===== config.mk =====
export PLATFORM = sky130hd
export DESIGN_NAME = sequenciador_notas
export DESIGN_NICKNAME = d
export VERILOG_FILES = /design/src/rtl/nota_pkg.sv /design/src/rtl/beat_prescaler.sv /design/src/rtl/sequenciador_notas.sv
export SDC_FILE = /design/constraint.sdc
export NUM_CORES = 1
export LEC_CHECK = 0
export ABC_CLOCK_PERIOD_IN_PS = 2850
export CAP_MARGIN = 5
export CORE_MARGIN = 1
export CORE_UTILIZATION = 35
export DETAILED_ROUTE_END_ITERATION = 12
export PLACE_DENSITY = 0.67
export SLEW_MARGIN = 10
export SYNTH_ARGS = -nofsm -noshare
export SYNTH_HDL_FRONTEND = slang
export SYNTH_HIERARCHICAL = 1
export SYNTH_SLANG_ARGS = --single-unit

===== constraint.sdc =====
create_clock -name clk -period 2.85 [get_ports clk]
set_clock_uncertainty 0.15 [all_clocks]
set_input_delay 0.855 -clock clk [delete_from_list [all_inputs] [get_ports clk]]
set_output_delay 0.855 -clock clk [all_outputs]
set_load 0.01 [all_outputs]

===== src/rtl/nota_pkg.sv =====
// Shared definitions for the melody sequencer: entry layout, the fixed song
// table, the controller state encoding and a note-length helper.
package nota_pkg;

  localparam int TOM_W   = 1;
  localparam int NOTA_W  = 3;
  localparam int DUR_W   = 2;
  localparam int ENTRY_W = TOM_W + NOTA_W + DUR_W;
  localparam int TABLE_DEPTH = 16;

  typedef logic [ENTRY_W-1:0] entry_t;

  // Entry i = {i[3], i[2:0], i[1:0]}: the same sweep the display bench uses.
  localparam entry_t SONG_TABLE [TABLE_DEPTH] = '{
    6'b000000, 6'b000101, 6'b001010, 6'b001111,
    6'b010000, 6'b010101, 6'b011010, 6'b011111,
    6'b100000, 6'b100101, 6'b101010, 6'b101111,
    6'b110000, 6'b110101, 6'b111010, 6'b111111
  };

  typedef enum logic [1:0] {
    IDLE,
    PLAY,
    DONE
  } state_t;

  function automatic int note_cycles(input logic [DUR_W-1:0] dur, input int ticks_per_beat);
    return (int'(dur) + 1) * ticks_per_beat;
  endfunction

endpackage


===== src/rtl/beat_prescaler.sv =====
// Divides the clock into beats: a one-cycle beat at the terminal count of a
// 0..TICKS_PER_BEAT-1 counter, restartable by a synchronous clear.
module beat_prescaler #(
  parameter int TICKS_PER_BEAT = 4
) (
  input  logic clk,
  input  logic rst,
  input  logic clear,
  output logic beat
);

  localparam int CNT_W = (TICKS_PER_BEAT > 1) ? $clog2(TICKS_PER_BEAT) : 1;
  localparam logic [CNT_W-1:0] TERM = CNT_W'(TICKS_PER_BEAT - 1);

  logic [CNT_W-1:0] cnt_reg;

  always_ff @(posedge clk or posedge rst) begin
    if (rst) begin
      cnt_reg <= '0;
    end else if (clear || beat) begin
      cnt_reg <= '0;
    end else begin
      cnt_reg <= cnt_reg + CNT_W'(1);
    end
  end

  assign beat = (cnt_reg == TERM);

endmodule


===== src/rtl/sequenciador_notas.sv =====
// Melody sequencer feeding the 7-segment note display: steps through the song
// table holding each note (dur+1) beats, with start/stop/loop and a done pulse.
module sequenciador_notas
  import nota_pkg::*;
#(
  parameter int TICKS_PER_BEAT = 4,
  parameter int SONG_LEN       = 16
) (
  input  logic              clk,
  input  logic              rst,
  input  logic              start,
  input  logic              stop,
  input  logic              loop,
  output logic              TOM,
  output logic [NOTA_W-1:0] NOTAS,
  output logic              playing,
  output logic [3:0]        idx,
  output logic              done
);

  localparam logic [3:0] LAST_IDX = 4'(SONG_LEN - 1);

  state_t            state_reg, state_next;
  logic [3:0]        idx_reg, idx_next;
  logic [DUR_W-1:0]  beat_cnt_reg;
  logic [DUR_W-1:0]  dur;
  logic              beat;
  logic              note_end;
  logic              clear;
  logic              tom_reg;
  logic [NOTA_W-1:0] nota_reg;
  logic              playing_reg;
  logic              done_reg;

  assign dur      = SONG_TABLE[idx_reg][DUR_W-1:0];
  assign note_end = (state_reg == PLAY) && beat && (beat_cnt_reg == dur);
  // Counters restart whenever we are not mid-note, so every note starts at zero.
  assign clear    = (state_reg != PLAY) || note_end;

  beat_prescaler #(
    .TICKS_PER_BEAT(TICKS_PER_BEAT)
  ) u_prescaler (
    .clk  (clk),
    .rst  (rst),
    .clear(clear),
    .beat (beat)
  );

  always_comb begin
    state_next = state_reg;
    idx_next   = idx_reg;
    case (state_reg)
      IDLE: begin
        idx_next = 4'd0;
        if (start && !stop) begin
          state_next = PLAY;
        end
      end
      PLAY: begin
        if (stop) begin
          state_next = IDLE;
          idx_next   = 4'd0;
        end else if (note_end) begin
          if (idx_reg != LAST_IDX) begin
            idx_next = idx_reg + 4'd1;
          end else if (loop) begin
            idx_next = 4'd0;
          end else begin
            state_next = DONE;
            idx_next   = 4'd0;
          end
        end
      end
      default: begin
        state_next = IDLE;
        idx_next   = 4'd0;
      end
    endcase
  end

  // Outputs are registered from the next state so they line up with it.
  always_ff @(posedge clk or posedge rst) begin
    if (rst) begin
      state_reg    <= IDLE;
      idx_reg      <= 4'd0;
      beat_cnt_reg <= '0;
      tom_reg      <= 1'b0;
      nota_reg     <= '0;
      playing_reg  <= 1'b0;
      done_reg     <= 1'b0;
    end else begin
      state_reg <= state_next;
      idx_reg   <= idx_next;
      if (clear) begin
        beat_cnt_reg <= '0;
      end else if (beat) begin
        beat_cnt_reg <= beat_cnt_reg + DUR_W'(1);
      end
      playing_reg <= (state_next == PLAY);
      done_reg    <= (state_next == DONE);
      if (state_next == PLAY) begin
        tom_reg  <= SONG_TABLE[idx_next][ENTRY_W-1];
        nota_reg <= SONG_TABLE[idx_next][ENTRY_W-2 -: NOTA_W];
      end else begin
        tom_reg  <= 1'b0;
        nota_reg <= '0;
      end
    end
  end

  assign TOM     = tom_reg;
  assign NOTAS   = nota_reg;
  assign playing = playing_reg;
  assign idx     = idx_reg;
  assign done    = done_reg;

endmodule

After elaboration in Yosys (flattened, before gate mapping):

Memories as Yosys holds them, arrays and structs flattened.
Index checks and enable logic that the tools add are counted.

* register bits after elaboration: 16
* bits in read-only memories: 192
* bits of input ports: 5
* output and inout bits: 10
* word-level logic and storage cells: 51
* memories kept: 2

* $add $sub $neg: 3
* order comparisons: 2
* equality and inequality tests: 7
* muxes and demuxes: 19
* bitwise operators: 2
* reduce and logical (&&, ||, !) cells: 8

Memory list
* (no name shown): words 16, bits a word 6, read ports 1, clocked after Yosys merged registers in 0, wr ports 0, RTL line sequenciador_notas.sv:103 `nota_reg <= SONG_TABLE[idx_next][ENTRY_W-2 -: NOTA_W];`
* (no name shown): words 16, bits a word 6, read ports 1, clocked after Yosys merged registers in 0, wr ports 0, RTL line sequenciador_notas.sv:35 `assign dur = SONG_TABLE[idx_reg][DUR_W-1:0];`

Operators by type and width (count)
* two-way mux 2 bit: 10
* two-way mux 4 bit: 4
* two-way mux 6 bit: 2
* >= comparator 5 bit, second input constant: 2
* NOT 4 -> 5 bit: 2
* adder 2 x 1 -> 2 bit, second input constant: 2
* adder 4 x 1 -> 4 bit, second input constant: 1
* == test 2 x 1 -> 1 bit, second input constant: 2
* == test 2 bit, second input constant: 2
* != test 4 bit, second input constant: 1
* one-hot mux 2 bit (2 select lines): 1
* logical AND 1 bit: 3
* two-way mux 3 bit: 1
* == test 2 bit: 1
* zero test 2 bit: 1
* logical OR 1 bit: 2
* != test 2 x 1 -> 1 bit, second input constant: 1
* nonzero test 2 bit: 1
* zero test 1 bit: 1
* two-way mux 1 bit: 1

Depth between registers and ports, before layout:

* depth after elaboration: 14
* mapped depth: 5

Cells and area by module:

Netlist, hierarchy kept.

By module, submodules not included
* sequenciador_notas: times used 1, cells each 62, area each 649.4 sq um
* beat_prescaler: times used 1, cells each 6, area each 88.8 sq um

Worst setup path before layout:

No wires, ideal clock.

* path kind: reg2reg
* start point: reg u_prescaler.cnt_reg[0]
* end point: reg tom_reg, in the netlist TOM
* arrival: 1.490 ns
* data required time: 2.621 ns
* path slack: 1.130 ns
* cell stages (with the launch flop): 6
* path buffers: 0
* cell sequence: dfrtp_1 > ha_1 > and3b_1 > nand3_2 > or3_1 > a21oi_1

* word-level cells in the longest chain between the ends: 11

Ends and longest elaborated chain
* from (decl): RTL line beat_prescaler.sv:15 `logic [CNT_W-1:0] cnt_reg;`
* from (signal assigned): RTL line beat_prescaler.sv:23 `cnt_reg <= cnt_reg + CNT_W'(1);`
* == test 2 bit *: RTL line beat_prescaler.sv:27 `assign beat = (cnt_reg == TERM);`
* via beat: RTL line sequenciador_notas.sv:27 `logic beat;`
* logical AND 1 bit * (2 in series): RTL line sequenciador_notas.sv:36 `assign note_end = (state_reg == PLAY) && beat && (beat_cnt_reg == dur);`
* two-way mux 4 bit: RTL line sequenciador_notas.sv:63 `end else if (note_end) begin`
* two-way mux 4 bit: RTL line sequenciador_notas.sv:60 `if (stop) begin`
* two-way mux 4 bit: RTL line sequenciador_notas.sv:52 `case (state_reg)`
* NOT 4 -> 5 bit (implied by the code): RTL line sequenciador_notas.sv:102 `tom_reg <= SONG_TABLE[idx_next][ENTRY_W-1];`
* memory (16 x 6 bit)
* two-way mux 6 bit (2 in series)
* two-way mux 1 bit *: RTL line sequenciador_notas.sv:101 `if (state_next == PLAY) begin`
* to (signal assigned): RTL line sequenciador_notas.sv:102
* to (decl): RTL line sequenciador_notas.sv:30 `logic tom_reg;`

Mark *: on every way through the listed nets, which the timed path passes. The rest lies on a longest branch. The select of a mux whose other input is x is not followed.
A chain may end at the register's enable or synchronous reset.

Worst setup path in the final report:

* start point: reg idx_reg[0], in the netlist idx[0]
* end point: out idx[0]

RTL lines
* from (decl): RTL line sequenciador_notas.sv:24 `logic [3:0] idx_reg, idx_next;`
* from (signal assigned): RTL line sequenciador_notas.sv:93 `idx_reg <= idx_next;`
* to (decl): RTL line sequenciador_notas.sv:17 `output logic [3:0] idx,`

No word-level cell between the ends.

==> results.json <==
{
  "status": "completed",
  "p_per_area_nw_per_um2": 432.3,
  "globalRouteOverflowTotal": 0,
  "worstReg2RegStart": "u_prescaler/cnt_reg[0]",
  "numCtsBuffers": 3,
  "synth_edf_count": 0,
  "drtIter0Drc": 6,
  "rows": 16,
  "hold_end": "u_prescaler/cnt_reg[0]",
  "reg2reg_depth": 5,
  "fmax_ghz": 0.4212,
  "grt_busiest_layer": "met1",
  "avgViaCountPerCell": 4.858,
  "cpMaxStageDelayCell": "clkdlybuf4s50_1",
  "clk_pin_slew_worst_paths_ps": 90,
  "pin_count": 15,
  "synth-simple-area-share_pct": 24.92,
  "arrival_ps": 1370,
  "worstPathCellList": "clkdlybuf4s50_1",
  "synth.most_common_cell": "dfrtp_1",
  "max_cap_viol_count": 0,
  "hold_viol": 0,
  "max_slew.worst_pin.slew_ps": 512.6,
  "synth_area_per_cell_sq_um": 10.86,
  "ys.flop_type": "dfrtp_1",
  "cts.sinks": 16,
  "setup_ws_ps": 475.7,
  "clk_latency_ps": 280,
  "async_flop_share_pct": 100.0,
  "dp_slack_ps": 722.9,
  "synth_top_area_cell": "dfrtp_1",
  "cp_num_buf_inv": 1,
  "finalSetupTns_ps": 0,
  "holdCritStartpoint": "u_prescaler/cnt_reg[0]",
  "critPathMaxFanout": 8,
  "io_buffers": 14,
  "path_depth": 1,
  "syn-num-nets": 75,
  "slew_violations": 0,
  "rsz0062_at_grt": "no",
  "whs_path_depth": 1,
  "cts.path.max_buffers": 2,
  "fin_util_pct": 47.85,
  "worstReg2RegEnd": "idx[3]",
  "grt_util_met2_pct": 18.38,
  "finalCritPeriodShare_pct": 83.31,
  "required_ps": 1850,
  "post_cts_resize_count": 0,
  "netlist.area_leader.share_pct": 54.24,
  "synthMuxAreaShare_pct": 0,
  "grt_pass1_vias": 455,
  "coreArea_sq_um": 1982,
  "synthCells": 68,
  "timing.slew.headroom_pct": 65.79,
  "synth_cell_types": 26,
  "finalNetCount": 94,
  "max_stage_delay_ps": 590,
  "postCtsSetupBuffers": 0,
  "hpwl_microns": 975.2,
  "wl_microns": 1275,
  "die_h_microns": 47.93,
  "vias": 549,
  "grt_usage_pct": 13.45,
  "worstSetupPathType": "reg -> out",
  "wl_per_cell_microns": 11.28,
  "leakagePower_nw": 0.3956,
  "dieArea_sq_um": 2297,
  "drive_above_1_share_pct": 12.79,
  "cts_tree": "yes",
  "grt_antenna_before_repair": 0,
  "diodes": 0,
  "grt_max_degree": 15,
  "worst_hold_path_type": "reg -> reg",
  "start_util_pct": 37.25,
  "hold_buffers": 0,
  "synthAdderAreaFrac_pct": 3.390,
  "r2r_slack_ps": 890,
  "ir_drop_mv": 0.2409,
  "largest_reg_flops": 4,
  "synth_compound_area_share_pct": 11.86,
  "die_x_microns": 47.93,
  "gr-usage-met3_pct": 5.660,
  "synthTopCellsByCount": "16 x dfrtp_1, 10 x a21oi_1, 4 x nand2_1, 4 x nor2_1",
  "gp_congestion": 0.7188,
  "n_fill_cell": 189,
  "netlist_area_sq_um": 738.2,
  "synthTopCellsByArea": "dfrtp_1 54%, a21oi_1 6.8%, ha_1 3.4%",
  "htreeDepth": 1,
  "ant_nets": 0,
  "crit_path_end_kind": "output pin",
  "yosys_warnings": 6,
  "grt_pass1_wl_microns": 2070,
  "root_buffer": "clkbuf_4",
  "use_met1_pct": 18.79,
  "drcViolationCount": 0,
  "path_delay_family": "buffers and inverters",
  "power.total_w": 0.0004100,
  "syn2layout_area_growth_pct": 28.47,
  "synth_top_family_by_area": "simple AND/OR/NAND/NOR gates",
  "synth-xor-area-share_pct": 4.576,
  "setup_viol": 0,
  "period_minus_slack_ps": 2374,
  "crit_path_start_kind": "register",
  "dr.pass1.iters": 5,
  "yosysSeqAreaShare_pct": 54.24,
  "ys_seq_elements": 16
}
## placed cells by master, fill, tap and decap left out, drive strengths merged, types with 2 or more instances in the layout
cell,count
nor2,4
inv,2
a211oi,2
nand2,4
clkdlybuf4s50,14
xnor2,2
nand3,3
nor4,3
a21oi,10
or2b,2
clkbuf,4
and2,2
and3,2
nand2b,2
dfrtp,16
o21ai,3
ha,2
## metrics by stage
| stage | instances | hold WS [ps] | instance area (sq um) |
|---|---|---|---|
| 6_report | 113 | 306.3 | 948.4 |
| 5_1_grt | 113 | 325.3 | 948.4 |
| 4_1_cts | 113 | 311.3 | 948.4 |
| 3_5_place_dp | 109 | 293.4 | 912.1 |
| 3_3_place_gp | 109 | 291.5 | 912.1 |
| 2_1_floorplan | 68 | 277.1 | 738.2 |
## per-layer routing
| metal | routed length [microns] | vias up |
|---|---|---|
| li1 | - | 280 |
| met1 | 633 | 257 |
| met2 | 603 | 12 |
| met3 | 38 | 0 |
| met4 | 0 | 0 |
| met5 | 0 | - |
## how the worst max path moves through the flow
stage,slack [ps],startpoint,to
floorplan,1130,u_prescaler/cnt_reg[0],TOM
global placement,760,stop,done
detailed placement,720,stop,done
CTS,460,idx[0],idx[0]
global route,390,idx[0],idx[0]
finish,480,idx[0],idx[0]
## area by class of cell
| type | count | area (sq um) | share of cell area (%) |
|---|---|---|---|
| sequential | 16 | 400.4 | 42.22 |
| multi-input combinational | 50 | 330.3 | 34.83 |
| timing repair buffer | 14 | 140.1 | 14.78 |
| clock buffer | 4 | 36.28 | 3.826 |
| tap | 27 | 33.78 | 3.562 |
| inverter | 2 | 7.507 | 0.7916 |
## cell families (layout without fill, tap and decap cells)
family | Yosys count | count (layout)
buffers and inverters | 2 | 20
adder cells (fa/ha/maj) | 2 | 2
XOR/XNOR | 3 | 3
flip-flops | 16 | 16
AO/OA/AOI/OAI | 16 | 16
AND/OR/NAND/NOR | 29 | 29
## power breakdown
group / internal [W] / switching [W] / total, W
registers: 0.000231 / 0.00000274 / 0.000234
clock network: 0.0000777 / 0.0000715 / 0.000149
logic: 0.0000124 / 0.0000144 / 0.0000268
total: 0.000321 / 0.0000886 / 0.000410
No activity file was read; power rests on OpenSTA's default activity.
